## src/rtl/spec_free_list.sv

```systemverilog
// rtl/spec_free_list.sv - speculative physical-tag free list for rename
// Pops up to 4 tags per cycle, takes back up to 4 released tags, and rewinds to the commit head on recovery.
module spec_free_list #(
  parameter int SIZE_PHYSICAL      = 96,
  parameter int SIZE_PHYSICAL_LOG  = 7,
  parameter int SIZE_RMT           = 32,
  parameter int SIZE_FREE_LIST     = 64,
  parameter int SIZE_FREE_LIST_LOG = 6
) (
  input  logic                          clk,
  input  logic                          reset,
  input  logic [2:0]                    renameReq_i,
  output logic [SIZE_PHYSICAL_LOG-1:0]  freeReg0_o,
  output logic [SIZE_PHYSICAL_LOG-1:0]  freeReg1_o,
  output logic [SIZE_PHYSICAL_LOG-1:0]  freeReg2_o,
  output logic [SIZE_PHYSICAL_LOG-1:0]  freeReg3_o,
  output logic                          freeListEmpty_o,
  output logic [SIZE_FREE_LIST_LOG:0]   freeCount_o,
  input  logic                          releasedValid0_i,
  input  logic                          releasedValid1_i,
  input  logic                          releasedValid2_i,
  input  logic                          releasedValid3_i,
  input  logic [SIZE_PHYSICAL_LOG-1:0]  releasedPhyMap0_i,
  input  logic [SIZE_PHYSICAL_LOG-1:0]  releasedPhyMap1_i,
  input  logic [SIZE_PHYSICAL_LOG-1:0]  releasedPhyMap2_i,
  input  logic [SIZE_PHYSICAL_LOG-1:0]  releasedPhyMap3_i,
  input  logic                          recoverFlag_i
);

  localparam int PW = SIZE_FREE_LIST_LOG;
  localparam int TW = SIZE_PHYSICAL_LOG;
  localparam logic [PW:0] LIST_SIZE = (PW+1)'(SIZE_FREE_LIST);
  localparam logic [PW:0] POP_WIDTH = (PW+1)'(4);

  logic [TW-1:0] freeList [SIZE_FREE_LIST];
  logic [PW-1:0] headPtr;
  logic [PW-1:0] commitHeadPtr;
  logic [PW-1:0] tailPtr;
  logic [PW:0]   count;

  logic [3:0]    relValid;
  logic [TW-1:0] relTag [4];
  logic [2:0]    slotOffset [4];
  logic [2:0]    pushCnt;
  logic [2:0]    popCnt;

  // Modulo add on list pointers; the list depth need not be a power of two.
  function automatic logic [PW-1:0] ptrAdd(input logic [PW-1:0] ptr, input logic [2:0] inc);
    logic [PW:0] sum;
    sum = {1'b0, ptr} + {{(PW-2){1'b0}}, inc};
    if (sum >= LIST_SIZE) begin
      sum = sum - LIST_SIZE;
    end
    return sum[PW-1:0];
  endfunction

  assign relValid  = {releasedValid3_i, releasedValid2_i, releasedValid1_i, releasedValid0_i};
  assign relTag[0] = releasedPhyMap0_i;
  assign relTag[1] = releasedPhyMap1_i;
  assign relTag[2] = releasedPhyMap2_i;
  assign relTag[3] = releasedPhyMap3_i;

  // Each valid release lands at tailPtr plus the number of older valid slots.
  always_comb begin
    logic [2:0] acc;
    acc = 3'd0;
    for (int k = 0; k < 4; k++) begin
      slotOffset[k] = acc;
      acc = acc + {2'b00, relValid[k]};
    end
    pushCnt = acc;
  end

  assign freeListEmpty_o = (count < POP_WIDTH);
  assign freeCount_o     = count;
  assign popCnt          = (freeListEmpty_o || recoverFlag_i) ? 3'd0 : renameReq_i;

  assign freeReg0_o = freeList[headPtr];
  assign freeReg1_o = freeList[ptrAdd(headPtr, 3'd1)];
  assign freeReg2_o = freeList[ptrAdd(headPtr, 3'd2)];
  assign freeReg3_o = freeList[ptrAdd(headPtr, 3'd3)];

  always_ff @(posedge clk or posedge reset) begin
    if (reset) begin
      for (int i = 0; i < SIZE_FREE_LIST; i++) begin
        freeList[i] <= TW'((SIZE_RMT + i) % SIZE_PHYSICAL);
      end
      headPtr       <= '0;
      commitHeadPtr <= '0;
      tailPtr       <= '0;
      count         <= LIST_SIZE;
    end else begin
      for (int k = 0; k < 4; k++) begin
        if (relValid[k]) begin
          freeList[ptrAdd(tailPtr, slotOffset[k])] <= relTag[k];
        end
      end
      tailPtr       <= ptrAdd(tailPtr, pushCnt);
      // Every release retires one instruction that popped exactly one tag.
      commitHeadPtr <= ptrAdd(commitHeadPtr, pushCnt);
      if (recoverFlag_i) begin
        headPtr <= ptrAdd(commitHeadPtr, pushCnt);
        count   <= LIST_SIZE;
      end else begin
        headPtr <= ptrAdd(headPtr, popCnt);
        count   <= count + {{(PW-2){1'b0}}, pushCnt} - {{(PW-2){1'b0}}, popCnt};
      end
    end
  end

endmodule

```

## config.mk

```make
export PLATFORM = sky130hd
export DESIGN_NAME = spec_free_list
export DESIGN_NICKNAME = d
export VERILOG_FILES = /design/src/rtl/spec_free_list.sv
export SDC_FILE = /design/constraint.sdc
export NUM_CORES = 2
export LEC_CHECK = 0
export CORE_UTILIZATION = 30
export CTS_BUF_LIST = sky130_fd_sc_hd__clkbuf_8 sky130_fd_sc_hd__clkbuf_16
export DETAILED_ROUTE_END_ITERATION = 10
export PLACE_DENSITY_LB_ADDON = 0.12
export RECOVER_POWER = 25
export SLEW_MARGIN = 20
export SYNTH_ARGS = -nofsm -noshare
export SYNTH_HDL_FRONTEND = slang
export SYNTH_SLANG_ARGS = --single-unit
```

## constraint.sdc

```tcl
create_clock -name clk -period 18.9 [get_ports clk]
set_input_delay 2.835 -clock clk [delete_from_list [all_inputs] [get_ports clk]]
set_output_delay 2.835 -clock clk [all_outputs]
set_load 0.01 [all_outputs]
```

; Word-level counts from Yosys, hierarchy flattened
; Index checks and enable logic that the tools add are counted.
[classes]
addsub = 24
mul = 0
div_mod_pow = 0
n_lt_le_gt_ge = 23
n_eq_ne = 0
shifts = 0
muxes = 45
n_bitwise = 8
n_reduce_logical = 5
[ops]
columns = op, count
row1 = bitwise mux 448 bit, 4
row2 = two-way mux 448 bit, 4
row3 = binary-select mux 7 bit (select 6 bit), 4
row4 = demux 7 bit (select 6 bit), 4
row5 = greater-or-equal comparator 7 bit (second input constant), 17
row6 = two-way mux 7 bit, 13
row7 = two-way mux 6 bit, 15
row8 = subtractor 6 x 1 -> 6 bit (second input constant), 10
row9 = NOT 6 -> 7 bit, 8
row10 = adder 6 x 3 -> 7 bit, 4
row11 = less-than comparator 7 x 1 -> 1 bit (second input constant), 4
row12 = adder 6 x 2 -> 7 bit (second input constant), 2
row13 = adder 6 x 1 -> 7 bit, 1
row14 = adder 6 x 1 -> 7 bit (second input constant), 1
row15 = adder 6 x 2 -> 7 bit, 1
row16 = adder 7 x 3 -> 7 bit, 1
row17 = greater-or-equal comparator 6 x 7 -> 1 bit (second input constant), 1
row18 = less-than comparator 7 x 3 -> 1 bit (second input constant), 1
row19 = subtractor 7 x 3 -> 7 bit, 1
row20 = logical AND 1 bit, 4
row21 = adder 2 x 1 -> 3 bit, 1
row22 = adder 3 x 1 -> 3 bit, 1
row23 = two-way mux 3 bit, 1
row24 = adder 1 x 1 -> 2 bit, 1
row25 = logical OR 1 bit, 1
[totals]
ff_bits = 473
latch_bits = 0
mem_bits_rw = 0
rom_bits = 0
in_bits = 38
word_cells = 173
mem_count = 0

; Logic depth before layout (Yosys ltp)
[logic_depth]
word_depth = 16
mapped_depth = 16

; Least setup slack after synthesis
; OpenSTA, ideal clock, no wires.
[synth_path]
path_type = reg2out
startpoint = reg headPtr[1]
endpoint = out freeReg2_o[3]
arrival_ns = 3.885
setup_slack_ns = 12.180
path_stages_with_launch = 14
cell_sequence = dfrtp_1 -> clkbuf_1 -> buf_4 -> buf_4 -> buf_2 -> inv_1 -> clkbuf_1 -> ha_1 -> clkbuf_1 -> clkbuf_1 -> mux4_2 -> mux4_2 -> and2_1 -> o32a_1
[synth_via]
elab_chain_cells = 7
[synth_rtl]
columns = item, line_no
row1 = from (decl), 36  ; logic [PW-1:0] headPtr;
row2 = from (signal assigned), 102  ; headPtr <= ptrAdd(commitHeadPtr, pushCnt);
row3 = from (signal assigned), 105  ; headPtr <= ptrAdd(headPtr, popCnt);
row4 = adder 6 x 2 -> 7 bit *, 50  ; sum = {1'b0, ptr} + {{(PW-2){1'b0}}, inc};
row5 = subtractor 6 x 1 -> 6 bit or greater-or-equal comparator 7 bit (tied branches), "52, 51"
row6 = two-way mux 6 bit *, 51  ; if (sum >= LIST_SIZE) begin
row7 = NOT 6 -> 7 bit (not written as such) *, 80  ; assign freeReg2_o = freeList[ptrAdd(headPtr, 3'd2)];
row8 = binary-select mux 7 bit (select 6 bit) *, 80
row9 = two-way mux 7 bit (not written as such) * (2 in a row), 80
row10 = to (decl), 15  ; output logic [SIZE_PHYSICAL_LOG-1:0] freeReg2_o,
; Mark *: on every way between the ends. The rest lies on a longest branch, timed or not. The select of a mux whose other input is x is not followed.

==> metrics.txt <==
period utilisation layout=0.535; Core Util, Final=0.334; Post-synth top flop=dfrtp_1; maximum achievable frequency=98.9 MHz; clock transition at the registers of the reported paths=0.05 ns; global-route wire length before repair=422 mm; largest net degree at the start of global routing=123; post-synth design cell area=0.0491 mm^2; number of hold violations in the final report=0; slowest stage cell on the critical path=clkbuf_1; number of buffers and inverters on the critical path=5; Final Net Count=4924; last weighted congestion value of the routability-driven placer=1.11; leftover overflow at the end of global routing=0; number of post-CTS setup repair buffers=0; synthesized instance count=5079; Final Power=13.0 mW; most frequent cell on the critical path=clkbuf_1; initial antenna violation count=23; effective utilization at floorplan=0.302; critical path cell sequence=dlygate4sd3_1 -> clkinvlp_2 -> clkbuf_1 -> clkbuf_1 -> buf_4; violated checks=capacitance limit, slew limit; Peak VDD IR=0.158 mV; area added between synthesis and finish=10.5%; required time at the worst-slack endpoint=19.62 ns; EDFF count, synth=0; Tightest Pin Transition=3.99 ns; sequential share of the synthesized area=0.247; via count of the first global-routing pass=46200; accumulated negative setup slack=0 ns; number of placement rows=148; Detail Placement HPWL=212 mm; # hold bufs at CTS=0; minimum clock period=10.11 ns; outcome=finished, violations left; wirelength, routed=315 mm; start-to-end type of the worst setup path=in -> async; Layout Skew=0.0336 ns; detailed-route DRC error count=0; TritonCTS clock tree=yes; number of distinct library cells after synthesis=82; Max Slew Vio Count=277; total of cells resized after clock tree synthesis=0; number of warnings issued by yosys=0; height of the die=407 um; initial DRC count=7616; Crit path max-delay family=buffers and inverters; horizontal extent of the die=407 um; post-synthesis async set-or-reset flop share=1.00; Lkg Pwr=20.6 nW; DR pass1 iterations=7; Worst path max stage delay=2.37 ns; H-tree Lvls=3; Clk Latency, worst-skew pair=0.74 ns; Via density=7.00; vias post-DR=49600; per-cell routed wire length=44.5 um; number of storage elements in the synthesis netlist=473; floorplan die area=0.165 mm^2; worst slew slack as a fraction of its limit=-1.66; maximum buffer depth of the clock tree=3; Cell Pwr Density=240 mW/mm^2; endpoint class of the critical path=asynchronous set/reset pin; number of maximum-capacitance violations=5; total routing resource utilization after global routing=0.373; quantity of I/O buffers inserted on ports=73; CTS Root Cell=clkbuf_16; share of cells above drive strength 1=0.269; Core Box Area=0.163 mm^2; total I/O pin count=74; total clock buffers created by CTS=70; biggest fanout along the worst timing path=74; setup-violating endpoint count in the final report=0; Final ANT Viol Nets=0; type of origin of the critical path=input port; unrepaired setup endpoints after global routing=false; Net Count, Synth=5161; critical path arrival=10.83 ns; average instance area after synthesis=9.67 um^2; class of the most critical hold timing path=reg -> reg; CTS sink cnt=473
-- logic make-up after synthesis --
family	Yosys count	share of synthesized area
AO/OA/AOI/OAI	1095	0.154
adder cells (fa/ha/maj)	44	0.0127
flip-flops	473	0.247
AND/OR/NAND/NOR	1474	0.140
XOR/XNOR	51	0.00940
multiplexers	1361	0.389
buffers and inverters	581	0.0487
-- state kept, by name, indices dropped and copies added, names as in the netlist --
register,cells
freeList,448
freeCount_o,7
commitHeadPtr,6
headPtr,6
tailPtr,6
-- path summary, 6_finish.rpt --
check / startpoint / endpoint / slack, ns / depth (start not counted)
worst max-delay path: reset / freeList[259] / 8.79 / 5
worst min-delay path: tailPtr[3] / tailPtr[3] / 0.47 / 1
worst max register to register: tailPtr[0] / freeList[259] / 14.30 / 10
worst min register to register: tailPtr[3] / tailPtr[3] / 0.47 / 1
max in group clk: headPtr[0] / freeReg1_o[2] / 9.46 / 9
min in group asynchronous: reset / freeList[402] / 3.75 / 2
-- where the power goes --
group | switching (mW) | internal [mW] | leakage, nW
Clock | 0.580 | 0.815 | 1.24
Combinational | 5.35 | 3.43 | 13.9
Sequential | 1.16 | 1.67 | 5.41
-- cells in the mapped netlist (90+ instances only) --
library cell / count / area share
a221o_1: 90 / 0.018
a31oi_1: 147 / 0.019
buf_2: 112 / 0.011
clkbuf_1: 378 / 0.029
dfrtp_1: 248 / 0.13
dfstp_2: 225 / 0.12
mux2_2: 232 / 0.053
mux2i_1: 716 / 0.15
mux4_2: 413 / 0.19
nand2_1: 513 / 0.039
nand3_1: 140 / 0.014
nor2_1: 328 / 0.025
nor3_1: 227 / 0.023
o21ai_0: 307 / 0.031
-- placed cells by master (no fill, tap or decap), types with 80 or more instances in the layout --
cell type | netlist | final
buf_4 | 14 | 183
nand3_1 | 140 | 140
a221o_1 | 90 | 90
nor3_1 | 227 | 221
a21oi_1 | 80 | 80
o21ai_0 | 307 | 307
dfrtp_1 | 248 | 241
nand2_1 | 513 | 513
nor2_1 | 328 | 319
mux2_2 | 232 | 232
a31oi_1 | 147 | 146
mux4_2 | 413 | 413
mux2i_1 | 716 | 716
dfstp_2 | 225 | 225
-- worst reg2reg max path, stage by stage, from the launching register on --
cell	delay, ns
dfrtp_1	0.32
buf_4	0.32
ha_1	0.36
ha_1	0.33
xor2_1	0.34
nor2_1	0.68
buf_4	0.31
nand3_1	0.56
nor2_1	0.90
mux2i_1	0.25
o21ai_0	0.09
-- stage by stage --
step | hold WS, ns | cell area [um^2] | cells | worst slack [ns]
2_1_floorplan | 0.436 | 49100 | 5079 | 3.24
3_3_place_gp | 0.453 | 51900 | 6944 | 10.48
3_5_place_dp | 0.463 | 51900 | 6944 | 10.49
4_1_cts | 0.476 | 54300 | 7070 | 9.68
5_1_grt | 0.485 | 54300 | 7074 | 7.52
6_report | 0.471 | 54300 | 7081 | 8.79
-- cell type report --
| cell class | instances | area [um^2] |
|---|---|---|
| Clock inverter | 37 | 283 |
| Fill cell | 16800 | 108000 |
| Timing Repair Buffer | 244 | 1950 |
| Sequential cell | 473 | 12100 |
| Clock buffer | 89 | 2050 |
| Antenna cell | 10 | 25.0 |
| Inverter | 28 | 108 |
| Multi-Input combinational cell | 4025 | 35000 |
| Tap cell | 2175 | 2720 |
-- metal layers --
| metal | track usage | up-vias | share of wire |
|---|---|---|---|
| met2 | 0.534 | 3715 | 0.42 |
| li1 | - | 19300 | - |
| met1 | 0.483 | 25800 | 0.39 |
| met4 | 0.233 | 20 | 0.072 |
| met5 | 0 | - | 0.00041 |
| met3 | 0.120 | 853 | 0.12 |
(Power assumes the default switching activity.)
